===== src/rtl/iddr_deserialize_and_align_pkg.sv =====
// Shared types and defaults for the IDDR receive-side deserializer and word aligner.
package iddr_align_pkg;

    localparam int                       DEFAULT_WIDTH = 8;
    localparam logic [DEFAULT_WIDTH-1:0] DEFAULT_SYNC  = 8'hBC;

    typedef enum logic [1:0] {
        HUNT,
        CHECK,
        LOCKED
    } align_state_e;

    // Buffered word at the default width: received bits plus "this is the sync pattern" flag.
    typedef struct packed {
        logic [DEFAULT_WIDTH-1:0] data;
        logic                     sync;
    } rx_word_s;

endpackage


===== src/rtl/iddr_deserialize_and_align_if.sv =====
// Valid/ready stream carrying one flat payload; master drives payload/valid, slave drives ready.
interface iddr_deserialize_and_align_if #(
    parameter int W = 9
) ();

    logic [W-1:0] payload;
    logic         valid;
    logic         ready;

    modport master (output payload, output valid, input ready);
    modport slave  (input payload, input valid, output ready);

endinterface


===== src/rtl/iddr_deserialize_and_align_fifo.sv =====
// Two-entry valid/ready FIFO with synchronous flush; accepts a push on a full buffer when a pop
// happens in the same cycle.
module rx_fifo_2entry #(
    parameter int W = 9
) (
    input  logic                                clk_i,
    input  logic                                reset_n_i,
    input  logic                                flush_i,
    iddr_deserialize_and_align_if.slave         push_s,
    iddr_deserialize_and_align_if.master        pop_m
);

    logic [W-1:0] slot0_q, slot0_d;
    logic [W-1:0] slot1_q, slot1_d;
    logic [1:0]   count_q, count_d;
    logic [1:0]   keep_cnt;
    logic         push;
    logic         pop;

    assign pop_m.valid   = (count_q != 2'd0);
    assign pop_m.payload = slot0_q;
    assign push_s.ready  = (count_q != 2'd2) || pop_m.ready;

    assign pop      = pop_m.valid && pop_m.ready;
    assign push     = push_s.valid && push_s.ready;
    assign keep_cnt = count_q - {1'b0, pop};

    // NOTE: every variable written here gets a default first, so no path leaves it unassigned
    // and no latch is inferred.
    always_comb begin
        slot0_d = slot0_q;
        slot1_d = slot1_q;
        count_d = count_q;
        if (flush_i) begin
            count_d = 2'd0;
        end else begin
            if (pop) begin
                slot0_d = slot1_q;
            end
            if (push) begin
                if (keep_cnt == 2'd0) begin
                    slot0_d = push_s.payload;
                end else begin
                    slot1_d = push_s.payload;
                end
            end
            count_d = keep_cnt + {1'b0, push};
        end
    end

    // NOTE: the storage slots are reset as well, so the head payload reads zero straight out of
    // reset instead of stale contents.
    always_ff @(posedge clk_i or negedge reset_n_i) begin
        if (!reset_n_i) begin
            slot0_q <= '0;
            slot1_q <= '0;
            count_q <= 2'd0;
        end else begin
            slot0_q <= slot0_d;
            slot1_q <= slot1_d;
            count_q <= count_d;
        end
    end

endmodule


===== src/rtl/iddr_deserialize_and_align.sv =====
// IDDR capture of a serial line, word alignment by sync-pattern hunting at either bit offset,
// and delivery of locked words through a two-entry valid/ready buffer.
module iddr_deserialize_and_align
    import iddr_align_pkg::*;
#(
    parameter int                 WIDTH_P        = 8,
    parameter logic [WIDTH_P-1:0] SYNC_PATTERN_P = WIDTH_P'(DEFAULT_SYNC),
    parameter int                 LOCK_COUNT_P   = 3
) (
    input  logic               clk_i,
    input  logic               reset_n_i,
    input  logic               data_i,
    input  logic               resync_i,
    output logic [WIDTH_P-1:0] data_o,
    output logic               sync_o,
    output logic               v_o,
    input  logic               ready_i,
    output logic               locked_o,
    output logic               overflow_o
);

    localparam int                 PAIRS     = WIDTH_P / 2;
    localparam int                 PCW       = $clog2(PAIRS);
    localparam int                 MCW       = $clog2(LOCK_COUNT_P + 1);
    localparam logic [PCW-1:0]     LAST_PAIR = PCW'(PAIRS - 1);
    localparam logic [MCW-1:0]     LOCK_CNT  = MCW'(LOCK_COUNT_P);

    typedef struct packed {
        logic [WIDTH_P-1:0] data;
        logic               sync;
    } word_t;

    logic               neg_q;
    logic [WIDTH_P:0]   hist_q;
    align_state_e       state_q, state_d;
    logic               off_q, off_d;
    logic [PCW-1:0]     pair_cnt_q, pair_cnt_d;
    logic [MCW-1:0]     match_cnt_q, match_cnt_d;
    logic               overflow_q, overflow_d;
    logic               push_valid;

    logic [WIDTH_P-1:0] win0, win1, word;
    logic               boundary;
    logic               word_is_sync;
    word_t              push_word, head;

    iddr_deserialize_and_align_if #(.W(WIDTH_P + 1)) fifo_in  ();
    iddr_deserialize_and_align_if #(.W(WIDTH_P + 1)) fifo_out ();

    // NOTE: sequential state uses non-blocking assignments so every flop samples pre-edge values.
    always_ff @(negedge clk_i or negedge reset_n_i) begin
        if (!reset_n_i) neg_q <= 1'b0;
        else            neg_q <= data_i;
    end

    // The falling-edge bit is the older of each pair, so it lands above the rising-edge bit.
    always_ff @(posedge clk_i or negedge reset_n_i) begin
        if (!reset_n_i) hist_q <= '0;
        else            hist_q <= {hist_q[WIDTH_P-2:0], neg_q, data_i};
    end

    assign win0         = hist_q[WIDTH_P-1:0];
    assign win1         = hist_q[WIDTH_P:1];
    assign word         = off_q ? win1 : win0;
    assign word_is_sync = (word == SYNC_PATTERN_P);
    assign boundary     = (state_q != HUNT) && (pair_cnt_q == LAST_PAIR);

    always_comb begin
        state_d     = state_q;
        off_d       = off_q;
        pair_cnt_d  = pair_cnt_q;
        match_cnt_d = match_cnt_q;
        overflow_d  = overflow_q;
        push_valid  = 1'b0;

        if (state_q != HUNT) begin
            pair_cnt_d = boundary ? '0 : pair_cnt_q + 1'b1;
        end

        unique case (state_q)
            HUNT: begin
                if ((win0 == SYNC_PATTERN_P) || (win1 == SYNC_PATTERN_P)) begin
                    off_d       = (win0 != SYNC_PATTERN_P);
                    pair_cnt_d  = '0;
                    match_cnt_d = MCW'(1);
                    state_d     = (LOCK_COUNT_P == 1) ? LOCKED : CHECK;
                end
            end
            CHECK: begin
                if (boundary) begin
                    if (word_is_sync) begin
                        match_cnt_d = match_cnt_q + 1'b1;
                        if ((match_cnt_q + 1'b1) == LOCK_CNT) state_d = LOCKED;
                    end else begin
                        state_d     = HUNT;
                        pair_cnt_d  = '0;
                        match_cnt_d = '0;
                    end
                end
            end
            LOCKED: begin
                if (boundary) begin
                    push_valid = 1'b1;
                    if (!fifo_in.ready) overflow_d = 1'b1;
                end
            end
            default: state_d = HUNT;
        endcase

        // Resync overrides everything, including a push due in this same cycle.
        if (resync_i) begin
            state_d     = HUNT;
            pair_cnt_d  = '0;
            match_cnt_d = '0;
            overflow_d  = 1'b0;
            push_valid  = 1'b0;
        end
    end

    always_ff @(posedge clk_i or negedge reset_n_i) begin
        if (!reset_n_i) begin
            state_q     <= HUNT;
            off_q       <= 1'b0;
            pair_cnt_q  <= '0;
            match_cnt_q <= '0;
            overflow_q  <= 1'b0;
        end else begin
            state_q     <= state_d;
            off_q       <= off_d;
            pair_cnt_q  <= pair_cnt_d;
            match_cnt_q <= match_cnt_d;
            overflow_q  <= overflow_d;
        end
    end

    assign push_word       = '{data: word, sync: word_is_sync};
    assign fifo_in.payload = push_word;
    assign fifo_in.valid   = push_valid;
    assign fifo_out.ready  = ready_i;

    rx_fifo_2entry #(.W(WIDTH_P + 1)) u_fifo (
        .clk_i     (clk_i),
        .reset_n_i (reset_n_i),
        .flush_i   (resync_i),
        .push_s    (fifo_in),
        .pop_m     (fifo_out)
    );

    assign head       = word_t'(fifo_out.payload);
    assign data_o     = head.data;
    assign sync_o     = head.sync;
    assign v_o        = fifo_out.valid;
    assign locked_o   = (state_q == LOCKED);
    assign overflow_o = overflow_q;

endmodule


===== config.mk =====
export PLATFORM = sky130hd
export DESIGN_NAME = iddr_deserialize_and_align
export DESIGN_NICKNAME = d
export VERILOG_FILES = /design/src/rtl/iddr_deserialize_and_align_pkg.sv /design/src/rtl/iddr_deserialize_and_align_if.sv /design/src/rtl/iddr_deserialize_and_align_fifo.sv /design/src/rtl/iddr_deserialize_and_align.sv
export SDC_FILE = /design/constraint.sdc
export NUM_CORES = 1
export LEC_CHECK = 0
export BUFFER_PORTS_ARGS = -buffer_cell sky130_fd_sc_hd__buf_2
export CAP_MARGIN = 5
export CORE_MARGIN = 1
export CORE_UTILIZATION = 60
export CTS_BUF_LIST = sky130_fd_sc_hd__clkbuf_8
export DETAILED_ROUTE_END_ITERATION = 16
export GPL_TIMING_DRIVEN = 0
export PLACE_DENSITY = 0.89
export SLEW_MARGIN = 0
export SYNTH_ARGS = -nofsm -noshare
export SYNTH_HDL_FRONTEND = slang
export SYNTH_SLANG_ARGS = --single-unit

===== constraint.sdc =====
create_clock -name clk_i -period 5.5 [get_ports clk_i]
set_input_delay 0.275 -clock clk_i [delete_from_list [all_inputs] [get_ports clk_i]]
set_output_delay 0.275 -clock clk_i [all_outputs]
set_load 0.1 [all_outputs]

==> impl_metrics.tcl, run 1 <==
set metrics [dict create \
    status "finished, violations left" \
    failed_checks "design-rule violations" \
    leakage_nw 0.953 \
    viasPerCell 6.04 \
    layout.nets 191 \
    dp.cells 206 \
    yosys.area.top_type_share_pct 50.7 \
    end_kind "async pin" \
    syn_avg_cell_area_um2 11.5 \
    cp_num_cells 1 \
    max_stage_delay_ps 620 \
    clockBufferDepth 2 \
    synth_area_leaders "dfrtp_1 51%, mux2i_1 14%, nor2_1 3.1%" \
    ys.flop_type "dfrtp_1" \
    synth-xor-area-share_pct 0.959 \
    grtUsageTotal_pct 23.3 \
    critPathMaxFanout 38 \
    seq_area_frac_synth_pct 52.1 \
    crit_path_start_kind "primary input" \
    r2r-end "hist_q[1]$_DFF_PN0_" \
    syn_nets 168 \
    cts.hold.buffers_added 0 \
    syn_to_final_growth_pct 11.5 \
    core_um2 2830 \
    min_path_type "primary input to async pin" \
    grt_pass1_vias 1317 \
    cts.clk_slew.worst_paths_ps 70 \
    p_comb_share_pct 40.6 \
    antenna_cells 0 \
    async_flop_share_pct 100 \
    wire_per_inst_um 15.2 \
    crit_path_end "neg_q$_DFF_NN0_" \
    dieArea_um2 3270 \
    finalHoldViolations 0 \
    finalMaxSlewViolations 0 \
    critPathKind "primary input to async pin" \
    yosys.cell_count.top_type "dfrtp_1" \
    max_slew_margin_pct 45.6 \
    cp_num_buf_inv 1 \
    ir_drop_v 0.000219 \
    p_int_w 0.000481 \
    tritoncts "yes" \
    critPathLaunch "reset_n_i" \
    cts_buffers 5 \
    drt_iter0_markers 43 \
    grt_max_degree 39 \
    synth_area_leader_cell "dfrtp_1" \
    synth_top_family_by_area "multiplexers" \
    synth-adder-area-share_pct 2.74 \
    synth_edf_count 0 \
    rr_worst_depth 0 \
    clkLatencyLatePin_ps 290 \
    ys_ff_latch 38 \
    slowest_stage "buf_2" \
    drc_errors 3 \
    worst-slew-pin-transition_ps 817 \
    syn_inst 159 \
    powerDensity_nw_per_um2 441 \
    rows 19 \
    drv_cap 0 \
    drive_gt1_share_pct 18.0 \
    h-tree-depth 2 \
    path_delay_family "buffers and inverters" \
    clkSinkCount 38 \
    yosys.area_share.simple_pct 14.3 \
    dr_total_vias 1292 \
    grt_pass1_wl_um 5730 \
    setup_viol 0 \
    cp.arrival_ps 910 \
    switching_share_pct 46.4 \
    dp_hpwl_um 2280 \
    power.share.clock_pct 21.3 \
    netlist_top_cells_count "37 x dfrtp_1, 26 x mux2i_1, 15 x nor2_1" \
    rsz0062_at_grt "no" \
    wl_um 3260 \
    tns_ps 0 \
    reg2reg_from "neg_q$_DFF_NN0_" \
    synth_mux_area_share_pct 14.9 \
    ant_nets 0 \
    io_buffers 16 \
    grt_overflow 0 \
    syn_area_um2 1830 \
    final_core_util_pct 72.0 \
    p_sw_w 0.000416 \
    crit_chain "buf_2" \
    r2r_slack_ps 2310 \
    cts_root_buf "clkbuf_8" \
    firstDrtPassIters 10 \
    skew_ps 5.71 \
    antenna_found_initial 0 \
    synth_compound_area_share_pct 11.5 \
    post_cts_buffers 0 \
    final_cell_count_no_fill 214 \
    gp_congestion 0.827 \
    io_pins 17 \
    cts_resized 0 \
    start_util_pct 64.6 \
    cp.required_ps 3160 \
    die_h_um 57.2 \
    ys_warn_count 0 \
    dieWidth_um 57.2 \
    p_seq_share_pct 38.2 \
    fillers 196 \
    synth.distinct_cells 46 \
]
power by group through the flow:
stage               clock, W  sequential, W  combinational, W
floorplan                  0       0.000566         0.0000888
global placement           0       0.000345          0.000360
detailed placement         0       0.000347          0.000366
CTS                 0.000194       0.000342          0.000366
global route        0.000206       0.000348          0.000383
finish              0.000191       0.000342          0.000364
cell usage in the layout, fill, tap and decap left out, drive strengths merged, types with 2 or more instances in the layout:
| master | n |
|---|---|
| o21ai | 4 |
| nand3b | 5 |
| a21oi | 11 |
| nand2 | 3 |
| nor3 | 2 |
| nor2 | 16 |
| dfrtp | 37 |
| buf | 18 |
| a31oi | 2 |
| nor2b | 3 |
| mux2i | 26 |
| inv | 7 |
| ha | 4 |
| nand3 | 4 |
| clkbuf | 12 |
| and3b | 2 |
registers in the layout (all words and copies together), names as in the netlist:
register              count
overflow_o                1
u_fifo.pop_m.payload      9
off_q                     1
pair_cnt_q                2
state_q                   2
hist_q                    9
neg_q                     1
match_cnt_q               2
u_fifo.slot1_q            9
u_fifo.count_q            2
routing by layer:
metal | up-vias | GRT usage (%) | wire (um)
li1 | 619 | - | -
met1 | 641 | 30.3 | 1500
met2 | 25 | 36.6 | 1620
met3 | 7 | 4.99 | 85
met4 | 0 | 12.9 | 58
met5 | - | 0 | 0
how the worst min path moves through the flow:
| stage | endpoint | from | depth (start not counted) | slack, ps |
|---|---|---|---|---|
| 2_1_floorplan | hist_q[0]$_DFF_PN0_ | reset_n_i | 0 | -20 |
| 3_3_place_gp | hist_q[6]$_DFF_PN0_ | hist_q[4]$_DFF_PN0_ | 0 | 360 |
| 3_5_place_dp | hist_q[6]$_DFF_PN0_ | hist_q[4]$_DFF_PN0_ | 0 | 380 |
| 4_1_cts | pair_cnt_q[0]$_DFF_PN0_ | reset_n_i | 1 | 100 |
| 5_1_grt | hist_q[0]$_DFF_PN0_ | data_i | 1 | 100 |
| 6_report | u_fifo.slot1_q[7]$_DFFE_PN0P_ | reset_n_i | 1 | 80 |
kinds of logic after synthesis:
logic type               after synthesis
AO/OA/AOI/OAI                         29
flip-flops                            38
AND/OR/NAND/NOR                       45
multiplexers                          27
XOR/XNOR                               2
buffers and inverters                 14
adder cells (fa/ha/maj)                4
cell type report:
type	count	area (um2)	area share, %
multi-input combinational	107	811	39.8
inverter	6	22.5	1.11
timing repair buffer	16	80.1	3.93
clock buffer	6	82.6	4.05
buffer	8	42.5	2.09
clock inverter	2	8.76	0.430
tap	31	38.8	1.90
sequential	38	951	46.7
metrics by stage:
stage | power [W] | setup WS, ps | hold slack (ps) | cell area, um2
5_1_grt | 0.000937 | 2080 | 98.0 | 2040
3_5_place_dp | 0.000713 | 1890 | 379 | 1950
4_1_cts | 0.000902 | 2200 | 99.5 | 2040
3_3_place_gp | 0.000705 | 1920 | 357 | 1950
2_1_floorplan | 0.000654 | 2330 | -20.6 | 1830
6_report | 0.000897 | 2250 | 80.3 | 2040
(Power assumes the default switching activity.)
==> inputs of run 2 (changes only) <==
clock period = 3.4 ns   (was 5.5 ns; I/O delays follow)
==> run 2 against run 1 <==
  * Register-to-register slack worse by 1100 ps
  * Global-route usage increased by 0.098 points
  * Core utilization up 0.71 points
  * Worst setup slack got worse by 1500 ps
  * First-iteration DRC count up 16%
  * Largest power group unchanged
  * Combinational power is 62% higher
  * Final area is 0.98% higher
  * Sequential share of layout area is 0.45 points lower
  * Routed wire length rose by 0.77%
  * The flow still finishes with violations (design-rule violations)
  * Sequential power rose by 62%
  * Via count is 1.2% higher
  * Clock-buffer cell count unchanged
==> impl_metrics.tcl, run 2 (synthesis results as in run 1) <==
set metrics [dict create \
    slowest_stage "buf_2" \
    p_total_w 0.00145 \
    cts_root_buf "clkbuf_8" \
    gp_congestion 0.827 \
    viasPerCell 6.05 \
    rsz0062_at_grt "no" \
    grt_max_degree 39 \
    antenna_cells 0 \
    dp_hpwl_um 2280 \
    setup_viol 0 \
    skew_ps 6.64 \
    wire_per_inst_um 15.2 \
    failed_checks "design-rule violations" \
    r2r_slack_ps 1210 \
    path_delay_family "buffers and inverters" \
    grt_overflow 0 \
    drv_cap 0 \
    crit_path_start_kind "primary input" \
    cts_resized 0 \
    cts_buffers 5 \
    tns_ps 0 \
    clkLatencyLatePin_ps 290 \
    io_pins 17 \
    grtUsageTotal_pct 23.4 \
    final_cell_count_no_fill 216 \
    dp.cells 206 \
    firstDrtPassIters 10 \
    cp_num_buf_inv 2 \
    grt_pass1_vias 1315 \
    crit_chain "dlygate4sd3_1 -> buf_2" \
    final_core_util_pct 72.7 \
    die_h_um 57.2 \
    antenna_found_initial 0 \
    core_um2 2830 \
    leakage_nw 0.961 \
    finalHoldViolations 0 \
    cts.hold.buffers_added 2 \
    max_stage_delay_ps 650 \
    wl_um 3280 \
    tritoncts "yes" \
    cts.clk_slew.worst_paths_ps 70 \
    drt_iter0_markers 50 \
    start_util_pct 64.6 \
    critPathKind "primary input to async pin" \
    status "finished, violations left" \
    mostFrequentLayoutCells "37 x dfrtp_1, 26 x mux2i_1, 16 x buf_2, 15 x nor2_1, 10 x a21oi_1" \
    min_path_type "primary input to flop" \
    ff_latch_area_um2 951 \
    dieArea_um2 3270 \
    critPathMaxFanout 38 \
    finalMaxSlewViolations 0 \
    worst-slew-pin-transition_ps 827 \
    multi_input_area_um2 811 \
    dieWidth_um 57.2 \
    end_kind "async pin" \
    post_cts_buffers 0 \
    io_buffers 16 \
    fillers 194 \
    ir_drop_v 0.000354 \
    ant_nets 0 \
    layout.nets 193 \
    drive_gt1_share_pct 17.8 \
    final_common_cell "dfrtp_1" \
    syn_to_final_growth_pct 12.6 \
    dr_total_vias 1307 \
    h-tree-depth 2 \
    grt_pass1_wl_um 5750 \
    cp.arrival_ps 1350 \
    cp.required_ps 2100 \
    max_slew_margin_pct 44.9 \
    pre_cts_slack_ps 940 \
    clockBufferDepth 2 \
    clkSinkCount 38 \
    setup_ws_ps 754 \
    drc_errors 3 \
    rows 19 \
    powerDensity_nw_per_um2 706 \
]
==> run 2: cell types whose count changed in the layout (fill, tap and decap cells not counted), sizes merged <==
cell         before  now
dlygate4sd3       0    2
==> run 2: report_power, final <==
part / internal, W / total, W / leakage (nW) / switching, W
clock network: 0.000160 / 0.000307 / 0.0524 / 0.000147
logic: 0.000103 / 0.000591 / 0.435 / 0.000488
registers: 0.000517 / 0.000554 / 0.474 / 0.0000375
total: 0.000780 / 0.00145 / 0.961 / 0.000672
==> run 2: final timing paths <==
kind                                              from                            end  cells past startpoint
setup / recovery                             reset_n_i                neg_q$_DFF_NN0_                      2
hold / removal                                resync_i  u_fifo.slot1_q[6]$_DFFE_PN0P_                      4
setup reg to reg           u_fifo.count_q[1]$_DFF_PN0_  u_fifo.slot1_q[2]$_DFFE_PN0P_                      6
hold reg to reg                    hist_q[4]$_DFF_PN0_            hist_q[6]$_DFF_PN0_                      0
max in group clk_i                              data_i                neg_q$_DFF_NN0_                      2
min in group asynchronous                    reset_n_i  u_fifo.slot1_q[7]$_DFFE_PN0P_                      2
==> run 2: layout make-up <==
cell class	count	area share, %
clock inverter	2	0.426
multi-input combinational	107	39.4
clock buffer	6	4.01
inverter	6	1.09
timing repair buffer	18	4.87
buffer	8	2.07
sequential	38	46.2
tap	31	1.89
==> run 2: metrics by stage <==
step | area (um2) | hold WS [ps]
final | 2060 | 246
after global routing | 2060 | 242
after CTS | 2060 | 245
after detailed placement | 1950 | 295
after global placement | 1950 | 289
after floorplan | 1830 | -126
==> run 2: layer usage <==
layer | vias to the layer above | share of wire (%) | track usage, %
met5 | - | 0 | 0
met3 | 9 | 2.8 | 4.99
li1 | 623 | - | -
met4 | 0 | 2.0 | 12.9
met2 | 29 | 50 | 36.8
met1 | 646 | 46 | 30.5
